==> src/rtl/ahb_pkg.sv <==
`default_nettype none
// +--------------------------------------------------------------------+
// | Package  : ahb_pkg                                                 |
// | Purpose  : AHB transfer, burst and response encodings plus a helper |
// |            returning the beat count of a fixed-length burst.       |
// | Revision : 1.0  initial release                                    |
// +--------------------------------------------------------------------+
package ahb_pkg;

  localparam logic [1:0] c_htrans_idle   = 2'd0;
  localparam logic [1:0] c_htrans_busy   = 2'd1;
  localparam logic [1:0] c_htrans_nonseq = 2'd2;
  localparam logic [1:0] c_htrans_seq    = 2'd3;

  localparam logic [2:0] c_hburst_single = 3'd0;
  localparam logic [2:0] c_hburst_incr   = 3'd1;
  localparam logic [2:0] c_hburst_wrap4  = 3'd2;
  localparam logic [2:0] c_hburst_incr4  = 3'd3;
  localparam logic [2:0] c_hburst_wrap8  = 3'd4;
  localparam logic [2:0] c_hburst_incr8  = 3'd5;
  localparam logic [2:0] c_hburst_wrap16 = 3'd6;
  localparam logic [2:0] c_hburst_incr16 = 3'd7;

  localparam logic [1:0] c_hresp_okay  = 2'd0;
  localparam logic [1:0] c_hresp_error = 2'd1;
  localparam logic [1:0] c_hresp_retry = 2'd2;
  localparam logic [1:0] c_hresp_split = 2'd3;

  // Zero means "no fixed length" (undefined-length INCR).
  function automatic logic [4:0] burst_len(input logic [2:0] hburst);
    case (hburst)
      c_hburst_single:                 burst_len = 5'd1;
      c_hburst_wrap4, c_hburst_incr4:  burst_len = 5'd4;
      c_hburst_wrap8, c_hburst_incr8:  burst_len = 5'd8;
      c_hburst_wrap16, c_hburst_incr16: burst_len = 5'd16;
      default:                         burst_len = 5'd0;
    endcase
  endfunction

endpackage
`default_nettype wire

==> src/rtl/ahb_rr_picker.sv <==
`default_nettype none
// +--------------------------------------------------------------------+
// | Module   : ahb_rr_picker                                           |
// | Purpose  : Rotate-priority encoder: first set request at or after   |
// |            i_start (wrapping) wins. AHB_ARB_FIXED_PRIO_EN pins the  |
// |            start to index 0 (plain lowest-index priority).         |
// | Revision : 1.0  initial release                                    |
// +--------------------------------------------------------------------+
module ahb_rr_picker #(
  parameter  int NUM_MASTERS = 4,
  localparam int MW          = $clog2(NUM_MASTERS)
) (
  input  logic [NUM_MASTERS-1:0] i_req,
  input  logic [MW-1:0]          i_start,
  output logic [NUM_MASTERS-1:0] o_grant,
  output logic [MW-1:0]          o_idx,
  output logic                   o_valid
);

  logic [MW-1:0] w_start;
  logic          w_unused_start;
  logic [MW:0]   w_pos;
  logic          w_found;
  logic [MW-1:0] w_idx;

`ifdef AHB_ARB_FIXED_PRIO_EN
  assign w_start        = '0;
  assign w_unused_start = ^i_start;
`else
  assign w_start        = i_start;
  assign w_unused_start = 1'b0;
`endif

  // One extra bit on w_pos so start+offset can exceed NUM_MASTERS before the wrap.
  always_comb begin
    w_pos   = '0;
    w_found = 1'b0;
    w_idx   = '0;
    for (int i = 0; i < NUM_MASTERS; i++) begin
      w_pos = {1'b0, w_start} + (MW+1)'(i);
      if (w_pos >= (MW+1)'(NUM_MASTERS)) begin
        w_pos = w_pos - (MW+1)'(NUM_MASTERS);
      end
      if (!w_found && i_req[w_pos[MW-1:0]]) begin
        w_found = 1'b1;
        w_idx   = w_pos[MW-1:0];
      end
    end
  end

  always_comb begin
    o_grant = '0;
    if (w_found) begin
      o_grant[w_idx] = 1'b1;
    end
  end

  assign o_idx   = w_idx;
  assign o_valid = w_found;

endmodule
`default_nettype wire

==> src/rtl/ahb_arbiter.sv <==
`default_nettype none
// +--------------------------------------------------------------------+
// | Module   : ahb_arbiter                                             |
// | Purpose  : Multi-master AHB arbiter; burst-aware, lock-aware,       |
// |            round-robin by default, fixed priority when             |
// |            AHB_ARB_FIXED_PRIO_EN is defined.                       |
// | Revision : 1.0  initial release                                    |
// +--------------------------------------------------------------------+
module ahb_arbiter
  import ahb_pkg::*;
#(
  parameter  int NUM_MASTERS    = 4,
  parameter  int DEFAULT_MASTER = 0,
  localparam int MW             = $clog2(NUM_MASTERS)
) (
  input  logic                   i_hclk,
  input  logic                   i_hreset_n,
  input  logic [NUM_MASTERS-1:0] i_hbusreq,
  input  logic [NUM_MASTERS-1:0] i_hlock,
  input  logic [1:0]             i_htrans,
  input  logic [2:0]             i_hburst,
  input  logic                   i_hready,
  output logic [NUM_MASTERS-1:0] o_hgrant,
  output logic [MW-1:0]          o_hmaster,
  output logic                   o_hmastlock
);

  if ((NUM_MASTERS < 2) || (NUM_MASTERS > 16)) begin : g_chk_num_masters
    $error("ahb_arbiter: NUM_MASTERS out of range");
  end
  if ((DEFAULT_MASTER < 0) || (DEFAULT_MASTER >= NUM_MASTERS)) begin : g_chk_default
    $error("ahb_arbiter: DEFAULT_MASTER out of range");
  end

  localparam logic [MW-1:0]          c_default_idx   = MW'(DEFAULT_MASTER);
  localparam logic [NUM_MASTERS-1:0] c_default_grant = NUM_MASTERS'(1) << DEFAULT_MASTER;

  logic [NUM_MASTERS-1:0] r_grant;
  logic [MW-1:0]          r_grant_idx;
  logic [MW-1:0]          r_hmaster;
  logic                   r_hmastlock;
  logic [4:0]             r_cnt;

  logic                   w_active;
  logic [4:0]             w_len;
  logic [4:0]             w_cnt_next;
  logic                   w_last_beat;
  logic                   w_lock_hold;
  logic                   w_arb_point;
  logic [MW-1:0]          w_start;
  logic [NUM_MASTERS-1:0] w_pick_grant;
  logic [MW-1:0]          w_pick_idx;
  logic                   w_pick_valid;
  logic [NUM_MASTERS-1:0] w_next_grant;
  logic [MW-1:0]          w_next_idx;

  assign w_active    = (i_htrans == c_htrans_nonseq) || (i_htrans == c_htrans_seq);
  assign w_len       = burst_len(i_hburst);
  assign w_cnt_next  = (i_htrans == c_htrans_nonseq) ? 5'd1 : (r_cnt + 5'd1);
  assign w_last_beat = i_hready && w_active && (w_len != 5'd0) && (w_cnt_next == w_len);
  assign w_lock_hold = i_hlock[r_grant_idx] && i_hbusreq[r_grant_idx];

  // BUSY never qualifies: it is neither IDLE nor a counted beat.
  assign w_arb_point = i_hready && !w_lock_hold &&
                       ((i_htrans == c_htrans_idle) || w_last_beat ||
                        ((i_hburst == c_hburst_incr) && w_active));

`ifdef AHB_ARB_FIXED_PRIO_EN
  assign w_start = '0;
`else
  logic [MW-1:0] r_ptr;

  // The holder is searched last, so any other requester takes over first.
  assign w_start = (r_ptr == MW'(NUM_MASTERS - 1)) ? '0 : (r_ptr + MW'(1));

  always_ff @(posedge i_hclk or negedge i_hreset_n) begin
    if (!i_hreset_n) begin
      r_ptr <= c_default_idx;
    end else if (w_arb_point) begin
      r_ptr <= w_next_idx;
    end
  end
`endif

  ahb_rr_picker #(
    .NUM_MASTERS (NUM_MASTERS)
  ) u_picker (
    .i_req   (i_hbusreq),
    .i_start (w_start),
    .o_grant (w_pick_grant),
    .o_idx   (w_pick_idx),
    .o_valid (w_pick_valid)
  );

  assign w_next_grant = w_pick_valid ? w_pick_grant : c_default_grant;
  assign w_next_idx   = w_pick_valid ? w_pick_idx   : c_default_idx;

  always_ff @(posedge i_hclk or negedge i_hreset_n) begin
    if (!i_hreset_n) begin
      r_grant     <= c_default_grant;
      r_grant_idx <= c_default_idx;
    end else if (w_arb_point) begin
      r_grant     <= w_next_grant;
      r_grant_idx <= w_next_idx;
    end
  end

  // Address-phase ownership follows the grant on the next ready edge.
  always_ff @(posedge i_hclk or negedge i_hreset_n) begin
    if (!i_hreset_n) begin
      r_hmaster   <= c_default_idx;
      r_hmastlock <= 1'b0;
      r_cnt       <= 5'd0;
    end else if (i_hready) begin
      r_hmaster   <= r_grant_idx;
      r_hmastlock <= i_hlock[r_grant_idx];
      case (i_htrans)
        c_htrans_idle:   r_cnt <= 5'd0;
        c_htrans_busy:   r_cnt <= r_cnt;
        c_htrans_nonseq: r_cnt <= w_cnt_next;
        c_htrans_seq:    r_cnt <= w_cnt_next;
        default:         r_cnt <= r_cnt;
      endcase
    end
  end

  assign o_hgrant    = r_grant;
  assign o_hmaster   = r_hmaster;
  assign o_hmastlock = r_hmastlock;

endmodule
`default_nettype wire

==> config.mk <==
export PLATFORM = sky130hd
export DESIGN_NAME = ahb_arbiter
export DESIGN_NICKNAME = d
export VERILOG_FILES = /design/src/rtl/ahb_pkg.sv /design/src/rtl/ahb_rr_picker.sv /design/src/rtl/ahb_arbiter.sv
export SDC_FILE = /design/constraint.sdc
export NUM_CORES = 1
export LEC_CHECK = 0
export ABC_AREA = 1
export BUFFER_PORTS_ARGS = -buffer_cell sky130_fd_sc_hd__buf_2
export CAP_MARGIN = 15
export CORE_ASPECT_RATIO = 1.1
export CORE_MARGIN = 2
export CORE_UTILIZATION = 52
export DETAILED_ROUTE_END_ITERATION = 10
export HOLD_SLACK_MARGIN = 0.12
export PLACE_DENSITY = 0.75
export SLEW_MARGIN = 20
export SYNTH_ARGS = -nofsm -noshare
export SYNTH_HDL_FRONTEND = slang
export SYNTH_SLANG_ARGS = --single-unit
export TNS_END_PERCENT = 100
==> constraint.sdc <==
create_clock -name i_hclk -period 2.5 [get_ports i_hclk]
set_input_delay 0.125 -clock i_hclk [delete_from_list [all_inputs] [get_ports i_hclk]]
set_output_delay 0.125 -clock i_hclk [all_outputs]
set_load 0.05 [all_outputs]
## After elaboration in Yosys (flattened, before gate mapping)

Index checks and enable logic that the tools add are counted.
Widths: inputs -> output; s select.

- Bits in registers: 14
- Output and inout bits: 7

- $add $sub $neg: 9
- Magnitude comparators: 11
- Eq/ne operators: 12
- Multiplexer cells: 32
- Bitwise operators: 1
- Reduce and logical (&&, ||, !) cells: 26

Operator list:

| operator | number |
|---|---|
| $mux 2 | 10 |
| $pmux 5 s4 | 1 |
| $lt 2x3->1 const B | 6 |
| $bmux 1 s2 | 6 |
| $eq 3x3->1 const B | 4 |
| $logic_and 1x1->1 | 11 |
| $mux 1 | 11 |
| $pmux 5 s2 | 1 |
| $ge 3x3->1 const B | 3 |
| $reduce_or 2->1 | 4 |
| $sub 2x1->2 const B | 4 |
| $add 2x2->3 const B | 2 |
| $eq 2x2->1 const B | 3 |
| $eq 3x2->1 const B | 2 |
| $add 5x1->5 const B | 1 |
| $eq 5x5->1 | 1 |
| $mux 5 | 1 |
| $reduce_bool 5->1 | 1 |
| $logic_not 1->1 | 4 |
| $mux 4 | 1 |
| $add 2x1->3 const B | 1 |
| $eq 3x1->1 const B | 1 |
| $ge 2x3->1 const B | 1 |
| $logic_not 3->1 | 1 |
| other kinds (8) | 10 |

## Logic depth before layout (Yosys ltp)

- Depth after elaboration: 21
- Depth in mapped cells: 15
- Mapped depth without buffers: 15

## Cells and area by module

Synthesis repeated with hierarchy kept, for this count alone.

- Cell total of the unflattened synthesis: 205
- Area total of the unflattened synthesis: 1333.8 µm²

Modules (own cells, without submodules):

| module | times used | cells an instance | area each (µm²) | seq. area each (µm²) |
|---|---|---|---|---|
| ahb_arbiter | 1 | 131 | 940.9 | 351.6 |
| ahb_rr_picker | 1 | 74 | 392.9 | 0.0 |

## Least setup slack after synthesis

Ideal clock, no wire load.

- Path kind: flip-flop to flip-flop
- From: register r_grant_idx[1]
- To: register r_grant[3], in the netlist o_hgrant[3]
- Data arrival time: 1616 ps
- Setup slack: 767 ps
- Cell stages (with the launch flop): 12
- Period minus slack after synthesis: 1733 ps
- Path through: dfrtp_1 > ha_1 > inv_2 > nand2_1 > nand2_1 > nand2_1 > nand2_4 > nand3b_1 > a21oi_1 > nor2_1 > nand2_1 > nand2_1

- Longest elaborated chain between the ends: 21

RTL lines:

| item | line | source |
|---|---|---|
| start, declared | ahb_arbiter.sv:39 | `logic [MW-1:0] r_grant_idx;` |
| start signal, assigned | ahb_arbiter.sv:101 | `r_grant_idx <= c_default_idx;` |
| start signal, assigned | ahb_arbiter.sv:104 | `r_grant_idx <= w_next_idx;` |
| branches (longest 21 deep; another with $add 2x1->3) | n/a |  |
| end signal, assigned | ahb_arbiter.sv:100 | `r_grant <= c_default_grant;` |
| end signal, assigned | ahb_arbiter.sv:103 | `r_grant <= w_next_grant;` |
| end, declared | ahb_arbiter.sv:38 | `logic [NUM_MASTERS-1:0] r_grant;` |

Several ways; the timed one is not identified. The select of a mux whose other input is x is not followed.
A chain may end at the register's enable or synchronous reset.

## Worst setup path in the final report

- From: register r_grant_idx[0]
- To: register r_grant[3], in the netlist o_hgrant[3]

The elaborated chain is that of the path after synthesis.

==> out/metrics.csv <==
metric,value,unit
tritoncts,built,
maxSlewViolCount,0,
die_y,54.9,µm
num_vias,1270,
initial_core_util,0.544,
synth_mux_area_frac,0,
end_kind,register,
cts_buffers,3,
finalHoldViolCount,0,
drv_cap,0,
path_clk_slew,80,ps
synth_area,1230,µm²
setup_viol_count_final,0,
grt_pass1_vias,1159,
tightest_slew,387,ps
grt_overflow,0,
final_cell_mix,"nand2_1 (69), inv_1 (24), buf_2 (22)",
clk_latency,270,ps
ys_seq_elements,14,
synth_area_leaders,"dfrtp_1 (27%), nand2_1 (21%), inv_1 (7.3%)",
fillerInstances,233,
cts_max_path_buffers,2,
gp_congestion,0.838,
synth_cell_types,24,
outcome,"finished, final reports clean",
synth-adder-area-share,0.0204,
synth_xor_area_frac,0,
synth_area_leader_cell,dfrtp_1,
yosysSeqAreaShare,0.287,
final_nets,237,
final_common_cell,nand2_1,
worst-endpoint-arrival,2320,ps
synth_cells,192,
irDropWorstVdd,0.800,mV
maxSlewHeadroom,0.742,
synth_top_family_by_area,simple AND/OR/NAND/NOR gates,
rsz0062_at_grt,false,
io_buffers,22,
instances_no_fill,248,
seqCellArea,352,µm²
worstPathMaxFanout,11,
io_pins,23,
synth_compound_area_frac,0.0990,
core_area,2250,µm²
clock_sinks,14,
area_growth,14.8,%
min_period,2150,ps
grt_max_degree,15,
grt_pass1_wl,4400,µm
dpl.hpwl,2170,µm
skew,4.51,ps
drc_errors,0,
final.period_utilization,0.858,
numPlacedInstances,242,
ant_nets,0,
cts_repair_resize_count,0,
worstHoldPathType,input port to register,
grtUsageTotal,0.206,
crit_path_start_kind,register,
h-tree-depth,1,
synthSimpleGateAreaFrac,0.494,
rows,18,
cts-root-buf,clkbuf_4,
netlist.area_leader.share,0.265,
multiInputGateArea,752,µm²
drtIter0Drc,9,
wirelength,2610,µm
leakage,0.000788,µW
drt_first_pass_iters,4,
clock.fmax,0.466,GHz
synth_nets,210,
avgViaCountPerCell,5.12,
yosys_warnings,0,
die_w,50.3,µm
path_class,register to register,
tns,0,ps
cp.required,2670,ps
syn_avg_cell_area,6.39,µm²
power_density,1260,nW/µm²
die-area,2760,µm²
antenna_found_initial,0,
drive_above_1_share,0.239,
wl_per_cell,10.5,µm
antenna_cells,0,
==> final timing paths <==
path / startpoint / end / slack [ps] / cells past startpoint
worst max-delay path: r_grant_idx[0] / o_hgrant[3] / 350 / 11
worst max register to register: r_grant_idx[0] / o_hgrant[3] / 350 / 11
min in group asynchronous: i_hreset_n / r_cnt[2] / 270 / 2
worst min-delay path: i_htrans[1] / r_cnt[1] / 170 / 3
worst min register to register: o_hmaster[1] / o_hmaster[1] / 480 / 2
max in group asynchronous: i_hreset_n / o_hgrant[0] / 1950 / 2
==> synth_stat cells, drive strengths merged <==
cell type and instances:
nand4 7, o22ai 4, ha 2, nand3b 1
a21oi 7, o21ai 10, inv 26, a211oi 1
dfrtp 13, nand2 86, nor3 2, buf 2
nand3 17, dfstp 1, nor2 13
==> metrics by stage <==
stage	utilization	total power (µW)	setup slack, ps	instance area, µm²	hold slack [ps]
3_5_place_dp	0.600	1630	370	1350	31.8
4_1_cts	0.625	1790	358	1410	174
2_1_floorplan	-	1420	767	1230	-171
3_3_place_gp	0.600	1570	499	1350	26.5
6_report	0.625	1780	354	1410	175
5_1_grt	0.625	1960	151	1410	185
==> routing by layer <==
layer  vias up  GRT usage  part of all wire
met5         -          0                 0
met1       585      0.214              0.43
met3         2     0.0108             0.014
met4         0     0.0811            0.0073
li1        671          -                 -
met2        12      0.436              0.55
==> cells by family (layout without fill, tap and decap cells) <==
| logic type | after synthesis | after routing |
|---|---|---|
| simple gates | 126 | 126 |
| flops | 14 | 14 |
| compound gates | 22 | 22 |
| fa+ha+maj | 2 | 2 |
| buf+inv | 28 | 54 |
==> worst max-delay path: stages, from the launching register on <==
cell and delay (ps):
dfrtp_1 520, ha_1 310, nor2_4 300, nand2_1 90, nand2_1 140, nand2_1 100, nand2_4 90, nand3b_1 100
a21oi_1 220, nor2_1 70, nand2_1 60, nand2_1 40
==> layout make-up <==
cell class,instances,share of cell area
Multi-Input combinational cell,150,0.534
Sequential cell,14,0.250
Timing Repair Buffer,24,0.0924
Inverter,26,0.0711
Tap cell,30,0.0267
Clock buffer,4,0.0258
==> flip-flops by register name, indices dropped and copies added, names as in the netlist <==
register	flops
r_cnt	5
r_grant_idx	2
o_hmaster	2
o_hmastlock	1
o_hgrant	4
==> report_power, final <==
group	switching [µW]	internal, µW	total, µW
Clock	69.3	88.5	158
Sequential	66.3	294	361
Combinational	872	389	1260
Total	1010	772	1780
==> what timing repair did <==
item	4_1_cts	5_1_grt
setup buffers	0	0
hold endpoints to repair	15	0
hold buffers	2	0
No activity file was read; power rests on OpenSTA's default activity.
